--- config.mk ---
export PLATFORM = sky130hd
export DESIGN_NAME = mem_arbiter
export DESIGN_NICKNAME = d
export VERILOG_FILES = /design/src/rtl/mem_arbiter.sv
export SDC_FILE = /design/constraint.sdc
export NUM_CORES = 1
export LEC_CHECK = 0
export BUFFER_PORTS_ARGS = -buffer_cell sky130_fd_sc_hd__buf_2
export CORE_AREA = 2 2 175 177
export DETAILED_ROUTE_END_ITERATION = 7
export DIE_AREA = 0 0 177 179
export GPL_TIMING_DRIVEN = 0
export PLACE_DENSITY_LB_ADDON = 0.12
export SLEW_MARGIN = 20
export SYNTH_ARGS = -nofsm -noshare
export SYNTH_HDL_FRONTEND = slang
export SYNTH_SLANG_ARGS = --single-unit
--- constraint.sdc ---
create_clock -name clk -period 1.45 [get_ports clk]
set_input_delay 0.0725 -clock clk [delete_from_list [all_inputs] [get_ports clk]]
set_output_delay 0.0725 -clock clk [all_outputs]
set_load 0.005 [all_outputs]
--- src/rtl/mem_arbiter.sv ---
// mem_arbiter: shares one single-port image memory between two requesters.
// Requester 0 is the processing core and requester 1 is the image loader/DMA.
// Grants alternate round-robin. Each granted access runs through a fixed
// IDLE -> ISSUE -> RESP sequence, so at most one access is in flight.
// Out-of-range addresses get an error response and never reach the memory.
//
// Ports:
//   clk, rst_n           clock, synchronous active-low reset
//   reqN_valid/_write    request pending / 1 = write, 0 = read
//   reqN_addr/_wdata     word address / write data
//   reqN_ready           request accepted this cycle (combinational, IDLE only)
//   rspN_valid           one-cycle response pulse, two cycles after ready
//   rspN_rdata/_err      read data or echoed write data / out-of-range flag
//   mem_address          memory address (forced to 0 for out-of-range accesses)
//   mem_inputData        memory write data
//   mem_writeEnable      memory write strobe, high only in ISSUE
//   mem_out              memory read data (registered read, echoes writes)

module mem_arbiter #(
    parameter int unsigned ADDR_W    = 16,
    parameter int unsigned DATA_W    = 64,
    parameter int unsigned MEM_DEPTH = 49152
) (
    input  logic              clk,
    input  logic              rst_n,

    input  logic              req0_valid,
    input  logic              req0_write,
    input  logic [ADDR_W-1:0] req0_addr,
    input  logic [DATA_W-1:0] req0_wdata,
    output logic              req0_ready,
    output logic              rsp0_valid,
    output logic [DATA_W-1:0] rsp0_rdata,
    output logic              rsp0_err,

    input  logic              req1_valid,
    input  logic              req1_write,
    input  logic [ADDR_W-1:0] req1_addr,
    input  logic [DATA_W-1:0] req1_wdata,
    output logic              req1_ready,
    output logic              rsp1_valid,
    output logic [DATA_W-1:0] rsp1_rdata,
    output logic              rsp1_err,

    output logic [ADDR_W-1:0] mem_address,
    output logic [DATA_W-1:0] mem_inputData,
    output logic              mem_writeEnable,
    input  logic [DATA_W-1:0] mem_out
);

    typedef enum logic [1:0] {
        ST_IDLE  = 2'd0,
        ST_ISSUE = 2'd1,
        ST_RESP  = 2'd2
    } state_e;

    state_e            state_q,            state_d;
    logic              last_grant_q,       last_grant_d;
    logic              grant_q,            grant_d;
    logic              err_q,              err_d;
    logic [ADDR_W-1:0] mem_address_q,      mem_address_d;
    logic [DATA_W-1:0] mem_input_data_q,   mem_input_data_d;
    logic              mem_write_enable_q, mem_write_enable_d;

    logic              arb_any;
    logic              arb_sel;
    logic              sel_write;
    logic [ADDR_W-1:0] sel_addr;
    logic [DATA_W-1:0] sel_wdata;
    logic              sel_in_range;
    logic              accept;
    logic              rsp_fire;
    logic [DATA_W-1:0] rsp_data;

    // Round-robin pick: on a tie the requester that did not win last time goes.
    always_comb begin
        arb_any      = req0_valid | req1_valid;
        arb_sel      = (req0_valid & req1_valid) ? ~last_grant_q : req1_valid;
        sel_write    = arb_sel ? req1_write : req0_write;
        sel_addr     = arb_sel ? req1_addr  : req0_addr;
        sel_wdata    = arb_sel ? req1_wdata : req0_wdata;
        sel_in_range = (32'(sel_addr) < MEM_DEPTH);
        // Accepting is masked during reset so no handshake completes then.
        accept       = rst_n & arb_any & (state_q == ST_IDLE);
    end

    // Next-state and capture of the accepted request.
    always_comb begin
        state_d            = state_q;
        last_grant_d       = last_grant_q;
        grant_d            = grant_q;
        err_d              = err_q;
        mem_address_d      = mem_address_q;
        mem_input_data_d   = mem_input_data_q;
        mem_write_enable_d = 1'b0;

        case (state_q)
            ST_IDLE: begin
                if (accept) begin
                    state_d            = ST_ISSUE;
                    last_grant_d       = arb_sel;
                    grant_d            = arb_sel;
                    err_d              = ~sel_in_range;
                    // Out-of-range accesses park the address at 0 so the
                    // array is never indexed past its end.
                    mem_address_d      = sel_in_range ? sel_addr : '0;
                    mem_input_data_d   = sel_wdata;
                    mem_write_enable_d = sel_write & sel_in_range;
                end
            end
            ST_ISSUE: begin
                state_d = ST_RESP;
            end
            ST_RESP: begin
                state_d = ST_IDLE;
            end
            default: begin
                state_d = ST_IDLE;
            end
        endcase
    end

    // State and capture registers.
    always_ff @(posedge clk) begin
        if (!rst_n) begin
            state_q            <= ST_IDLE;
            last_grant_q       <= 1'b1;
            grant_q            <= 1'b0;
            err_q              <= 1'b0;
            mem_address_q      <= '0;
            mem_input_data_q   <= '0;
            mem_write_enable_q <= 1'b0;
        end else begin
            state_q            <= state_d;
            last_grant_q       <= last_grant_d;
            grant_q            <= grant_d;
            err_q              <= err_d;
            mem_address_q      <= mem_address_d;
            mem_input_data_q   <= mem_input_data_d;
            mem_write_enable_q <= mem_write_enable_d;
        end
    end

    // Handshake and response steering; read data arrives from the memory in RESP.
    always_comb begin
        req0_ready = accept & ~arb_sel;
        req1_ready = accept &  arb_sel;

        rsp_fire   = rst_n & (state_q == ST_RESP);
        rsp_data   = err_q ? '0 : mem_out;

        rsp0_valid = rsp_fire & ~grant_q;
        rsp0_err   = rsp0_valid & err_q;
        rsp0_rdata = rsp0_valid ? rsp_data : '0;

        rsp1_valid = rsp_fire & grant_q;
        rsp1_err   = rsp1_valid & err_q;
        rsp1_rdata = rsp1_valid ? rsp_data : '0;
    end

    assign mem_address     = mem_address_q;
    assign mem_inputData   = mem_input_data_q;
    assign mem_writeEnable = mem_write_enable_q;

endmodule
Word-level counts from Yosys, hierarchy flattened
Cells that the tools add are included.
{ "totals": {"reg_bits": 86, "word_cells": 40, "out_inout_bits": 215} }
{ "classes": {"mux": 10, "bitwise_logic": 16, "n_eq_ne": 3, "order_cmp": 1, "reduce_logical": 3} }
{ "op_table": {"columns": ["op", "count"], "rows": [
  ["64-bit 2-to-1 mux", 4],
  ["16-bit 2-to-1 mux", 2],
  ["16-bit < comparator (second input constant)", 1],
  ["1-bit AND", 11],
  ["1-bit NOT", 4],
  ["2-bit one-hot mux with 2 select lines", 1],
  ["3-bit AND reduction", 1],
  ["2-bit by 1-bit == test with 1-bit output (second input constant)", 1],
  ["2-bit == test (second input constant)", 1],
  ["2-bit zero test", 1],
  ["1-bit 2-to-1 mux", 2],
  ["2-bit 2-to-1 mux", 1],
  ["2-bit != test (second input constant)", 1],
  ["2-bit AND reduction", 1],
  ["1-bit bitwise OR", 1]
]} }

Depth between registers and ports, before layout
{ "logic_depth": {"word_depth": 5, "ltp_mapped": 7} }

Worst setup path before layout
OpenSTA, ideal clock, no wires.
{ "synth_timing": {"path_type": "register to register", "startpoint": "register state_q[1]", "endpoint": "register err_q", "stages_incl_launch_ff": 6, "arrival_ps": 1419, "n_path_buf": 3, "synth_period_minus_slack_ps": 1541, "required_ps": 1328, "slack_ps": -91, "path_cell_list": "dfxtp_1 -> or3b_1 -> buf_4 -> buf_6 -> buf_6 -> o311a_1"} }
{ "synth_between": {"elab_chain_len": 3} }
{ "synth_lines": {"columns": ["item", "line_no", "source"], "rows": [
  ["start, declared", "57", "state_e state_q, state_d;"],
  ["start signal, assigned", "134", "state_q <= state_d;"],
  ["2-bit zero test *", "84, 97", null],
  ["1-bit AND", "84", "accept = rst_n & arb_any & (state_q == ST_IDLE);"],
  ["2-bit AND reduction (no line) *", null, null],
  ["end signal, assigned", "137", "err_q <= err_d;"],
  ["end, declared", "60", "logic err_q, err_d;"]
]} }
Mark *: on every way between the ends. The rest lies on a longest branch, timed or not.
A chain may end at the register's enable or synchronous reset.

Worst setup path in the final report
{ "layout_timing": {"startpoint": "register state_q[0]", "endpoint": "output rsp1_rdata[43]"} }
{ "layout_between": {"elab_chain_len": 4} }
{ "layout_lines": {"columns": ["item", "line_no", "source"], "rows": [
  ["2-bit == test", "149", "rsp_fire = rst_n & (state_q == ST_RESP);"],
  ["1-bit AND", "149", null],
  ["1-bit AND", "156", "rsp1_valid = rsp_fire & grant_q;"],
  ["64-bit 2-to-1 mux", "158", "rsp1_rdata = rsp1_valid ? rsp_data : '0;"],
  ["end, declared", "42", "output logic [DATA_W-1:0] rsp1_rdata,"]
]} }
No other way between the ends.

==> out/summary.md <==
The total track usage is 0.156. Clock tree synthesis inserted a total of 9 buffers. Setup repair after global routing could not meet its margin everywhere. The switching share of total power was 0.312; the depth of the CTS H-tree was 3. In this design, the stage delay of the slowest critical-path cell is 330 ps. A synthesized cell averages 7.48 um^2. The floorplan die area was 0.0317 mm^2; the clock network latency to the later pin of the worst-skew pair was 360 ps.

The final critical-path required period is 1850 ps, and the max-cap violation count is 0. Entering global routing, the biggest net connects 17 pins. The maximum clock path buffer count came out at 2. The logs give 64 for the floorplan row count and 445 for the I/O pin count. The ratio of total power to cell area is 732 mW/mm^2.

Critical-path cell with the highest stage delay: dfxtp_2. The number of hold-slack violations in the final timing report was 0; the final total power was 7880 uW. The tree is rooted in a clkbuf_16. The worst register-to-register path ends at mem_inputData[27]$_SDFFE_PN0P_. The run gives 1413 as the net total in the final layout. The logs give 0 for the number of routed nets with antenna violations and 4 for the number of detailed-routing iterations run before antenna repair.

The share of power burned in combinational logic was 0.316. In this run the cell area of the synthesized design comes to 0.00450 mm^2. Buffers placed on the I/O ports in this run total 443. The half-perimeter wire length of the detailed placement result is 20100 um. The die is 179 um tall. The final reports fail on setup timing.

Yosys mapped a number of flops with a built-in enable equal to 0. The most used cell along the critical path is clkbuf_16. After detailed placement, the total cell area comes to 0.00724 mm^2. The worst hold path terminates at mem_address[15]$_SDFFE_PN0P_. Average routed wire per standard cell: 17.4 um. Walking the worst path, the cells encountered are nand3b_1 > or2_4 > clkbuf_16 > clkbuf_16 > nor2_2 > buf_2. Along the worst path, the maximum fanout reaches 5. The min-delay analysis places its worst path in the category in -> reg.

For the final routed database, the setup TNS stands at -49820 ps. Critical path class: reg -> out. The core region is 0.0300 mm^2.

For this run, the top clock speed supported by timing is 0.540 GHz. After detailed routing, the number of remaining DRC violations is 0. The worst register-to-register path has a setup slack of -250 ps. The flow ran to the end, but the final reports show violations. The critical path contains buffers and inverters numbering 3 combined. The run gives 0 as the number of pins with negative max-slew slack in the final report. The sequential area share after synthesis is 0.383, and the wire length of the first global-routing pass is 37100 um. The dominant delay contributor by cell family on the critical path is simple AND/OR/NAND/NOR gates. Counting every instance in the synthesized netlist gives 601. The routed layout has 6575 vias. The leakage power figure is 0.00552 uW, and the number of antenna violations at the first check in global routing is 3. The worst hold path begins at rst_n. Summing all non-filler instances in the final layout gives an area of 0.0108 mm^2. In this run, distinct cell masters in the synthesized netlist total 32.

The post-detailed-route via-to-cell ratio was 4.15; the wire length after detailed routing was 27700 um. STA classifies the critical path endpoint as an output port. The startpoint of the lowest-slack register-to-register path is state_q[1]$_SDFFE_PN0P_. STA classifies the critical path startpoint as a flop. IR analysis of the VDD net gives a maximum drop of 0.421 mV. The worst clock skew on the final layout is 13.1 ps, and the number of clock sinks is 86. After filler insertion, the fill cell instance count of the layout stands at 3175.

For the global-route congestion overflow total, the log shows 0. The number of cell instances on the worst register-to-register path was 6. Routability-driven placement finished with a final weighted congestion of 0.859. The fraction of final layout cells sized beyond drive strength 1 is 0.610.

The fraction of registers with async set or reset after synthesis is 0, and the design internal power is 5420 uW. The relative contribution of sequential cells to total power came out at 0.346. The net load switching power was 2460 uW; the number of nets produced by synthesis was 831. The run gives 0 as the number of warning messages in the yosys log. The top flip-flop cell by instance count after synthesis was dfxtp_1.

Setup violations remaining at the end of the flow were counted as 218. The chip width was 177 um; the initial core utilization was 0.150. The transition time at the pin with the least slew margin was 681 ps.

Relative to the synthesized area, the layout overhead comes to 140%. The final cell utilization of the core is 0.359, and the least setup slack across all paths after layout is -402 ps. The part of the cycle the worst path needs works out to 1.28.

TritonCTS built the clock tree. The worst hold path passes through 2 cells. Clock-pin slew was measured on the worst setup and hold paths at 60 ps. The worst slew slack as a fraction of its limit came out at 0.546. The synthesized design contains 86 register bits. The detailed router finished its first iteration with 161 violations. The logs give 1380 ps for the data required time of the critical path and 6410 for the number of global-route vias before repair. At the worst endpoint, the arrival time is 1780 ps. Clock group share of total power: 0.338.
==> cell families (layout without fill, tap and decap cells) <==
family,after synthesis,count (layout),synth area share
other,0,2,0
and+or+nand+nor,292,292,0.293
DFF,86,86,0.383
muxes,1,1,0.00250
AOI/OAI and AO/OA,89,89,0.195
buffers and inverters,133,720,0.127
==> repair_timing <==
item / CTS / global route
cloned: 8 / 15
endpoints found under the setup margin: 219 / 218
pin swaps: 25 / 49
setup buffers: 19 / 10
gates resized for setup: 181 / 282
hold buffers: 80 / 0
endpoints found under the hold margin: 80 / 0
==> Yosys cell counts, types with 2 or more instances <==
cell type  instances  area, um^2
o21ai_1            3        15.0
clkbuf_1          41         154
buf_2              6        30.0
o221a_1            2        22.5
nor4b_1           14         123
nor3b_1            2        15.0
buf_4              3        22.5
nand3b_1           2        15.0
buf_6              7        78.8
a311o_1            2        20.0
nand2_1           65         244
and2_1             2        12.5
inv_1             72         270
nor3_1            65         325
dfxtp_1           86        1720
nor2_1           134         503
a221o_1           78         781
buf_1              3        11.3
==> layout make-up <==
type                            instances  area, um^2  share of cell area
Clock inverter                          7         104             0.00964
Sequential cell                        86        1720               0.160
Buffer                                 58         746              0.0692
Inverter                               73         279              0.0259
Tap cell                              396         495              0.0460
Multi-Input combinational cell        382        3220               0.298
Timing Repair Buffer                  573        3980               0.370
Clock buffer                            9         225              0.0209
Antenna cell                            2        5.00            0.000464
==> power by group through the flow <==
stage / clock network, uW / registers, uW / logic [uW]
final: 2670 / 2720 / 2490
after global routing: 2880 / 2750 / 2690
after floorplan: 0 / 2780 / 732
after CTS: 2800 / 2720 / 2120
after global placement: 0 / 2780 / 1630
after detailed placement: 0 / 2760 / 1620
==> per-stage QoR <==
| step | setup slack (ps) | instances | hold WS [ps] |
|---|---|---|---|
| final | -402 | 1586 | 31.4 |
| after global routing | -468 | 1585 | 34.0 |
| after CTS | -393 | 1563 | 15.5 |
| after detailed placement | -764 | 1440 | 299 |
| after global placement | -753 | 1440 | 298 |
| after floorplan | -71.8 | 601 | 211 |
==> worst reg2reg max path, delay by kind of cell (launching register included) <==
family / cells / cell delay (ps)
AO/OA/AOI/OAI: 1 / 150
flip-flops: 1 / 330
AND/OR/NAND/NOR: 2 / 700
buffers and inverters: 3 / 460
==> state kept, by name (all words and copies together), names as in the netlist <==
| register | cells |
|---|---|
| err_q | 1 |
| grant_q | 1 |
| last_grant_q | 1 |
| mem_address | 16 |
| mem_inputData | 64 |
| mem_writeEnable | 1 |
| state_q | 2 |
==> placed cells by master (no fill, tap or decap), types with 12 or more instances in the layout <==
| cell | netlist | final |
|---|---|---|
| a221o_1 | 78 | 78 |
| buf_12 | 0 | 15 |
| buf_2 | 6 | 424 |
| buf_4 | 3 | 12 |
| buf_6 | 7 | 39 |
| buf_8 | 0 | 15 |
| clkbuf_16 | 0 | 32 |
| clkbuf_2 | 0 | 14 |
| dfxtp_1 | 86 | 84 |
| dlygate4sd3_1 | 0 | 80 |
| inv_1 | 72 | 70 |
| nand2_1 | 65 | 59 |
| nor2_1 | 134 | 40 |
| nor2_2 | 0 | 34 |
| nor2_4 | 0 | 60 |
| nor3_1 | 65 | 33 |
| nor3_2 | 0 | 20 |
| nor3_4 | 1 | 13 |
| nor4b_4 | 0 | 12 |
==> routing by layer <==
metal / part of all wire / GRT usage
met4: 0.019 / 0.0482
met1: 0.37 / 0.163
met2: 0.53 / 0.297
met3: 0.075 / 0.0494
met5: 0.00047 / 0
==> worst max path at each step <==
stage,startpoint,endpoint,depth (start not counted)
CTS,state_q[0]$_SDFFE_PN0P_,rsp0_rdata[40],6
global route,state_q[0]$_SDFFE_PN0P_,rsp1_rdata[43],6
detailed placement,last_grant_q$_SDFFE_PN1P_,mem_inputData[13]$_SDFFE_PN0P_,5
floorplan,state_q[0]$_SDFFE_PN0P_,mem_address[15]$_SDFFE_PN0P_,5
finish,state_q[0]$_SDFFE_PN0P_,rsp1_rdata[43],6
global placement,err_q$_SDFFE_PN0P_,rsp1_rdata[30],6
Power figures use the tool's default switching activity.
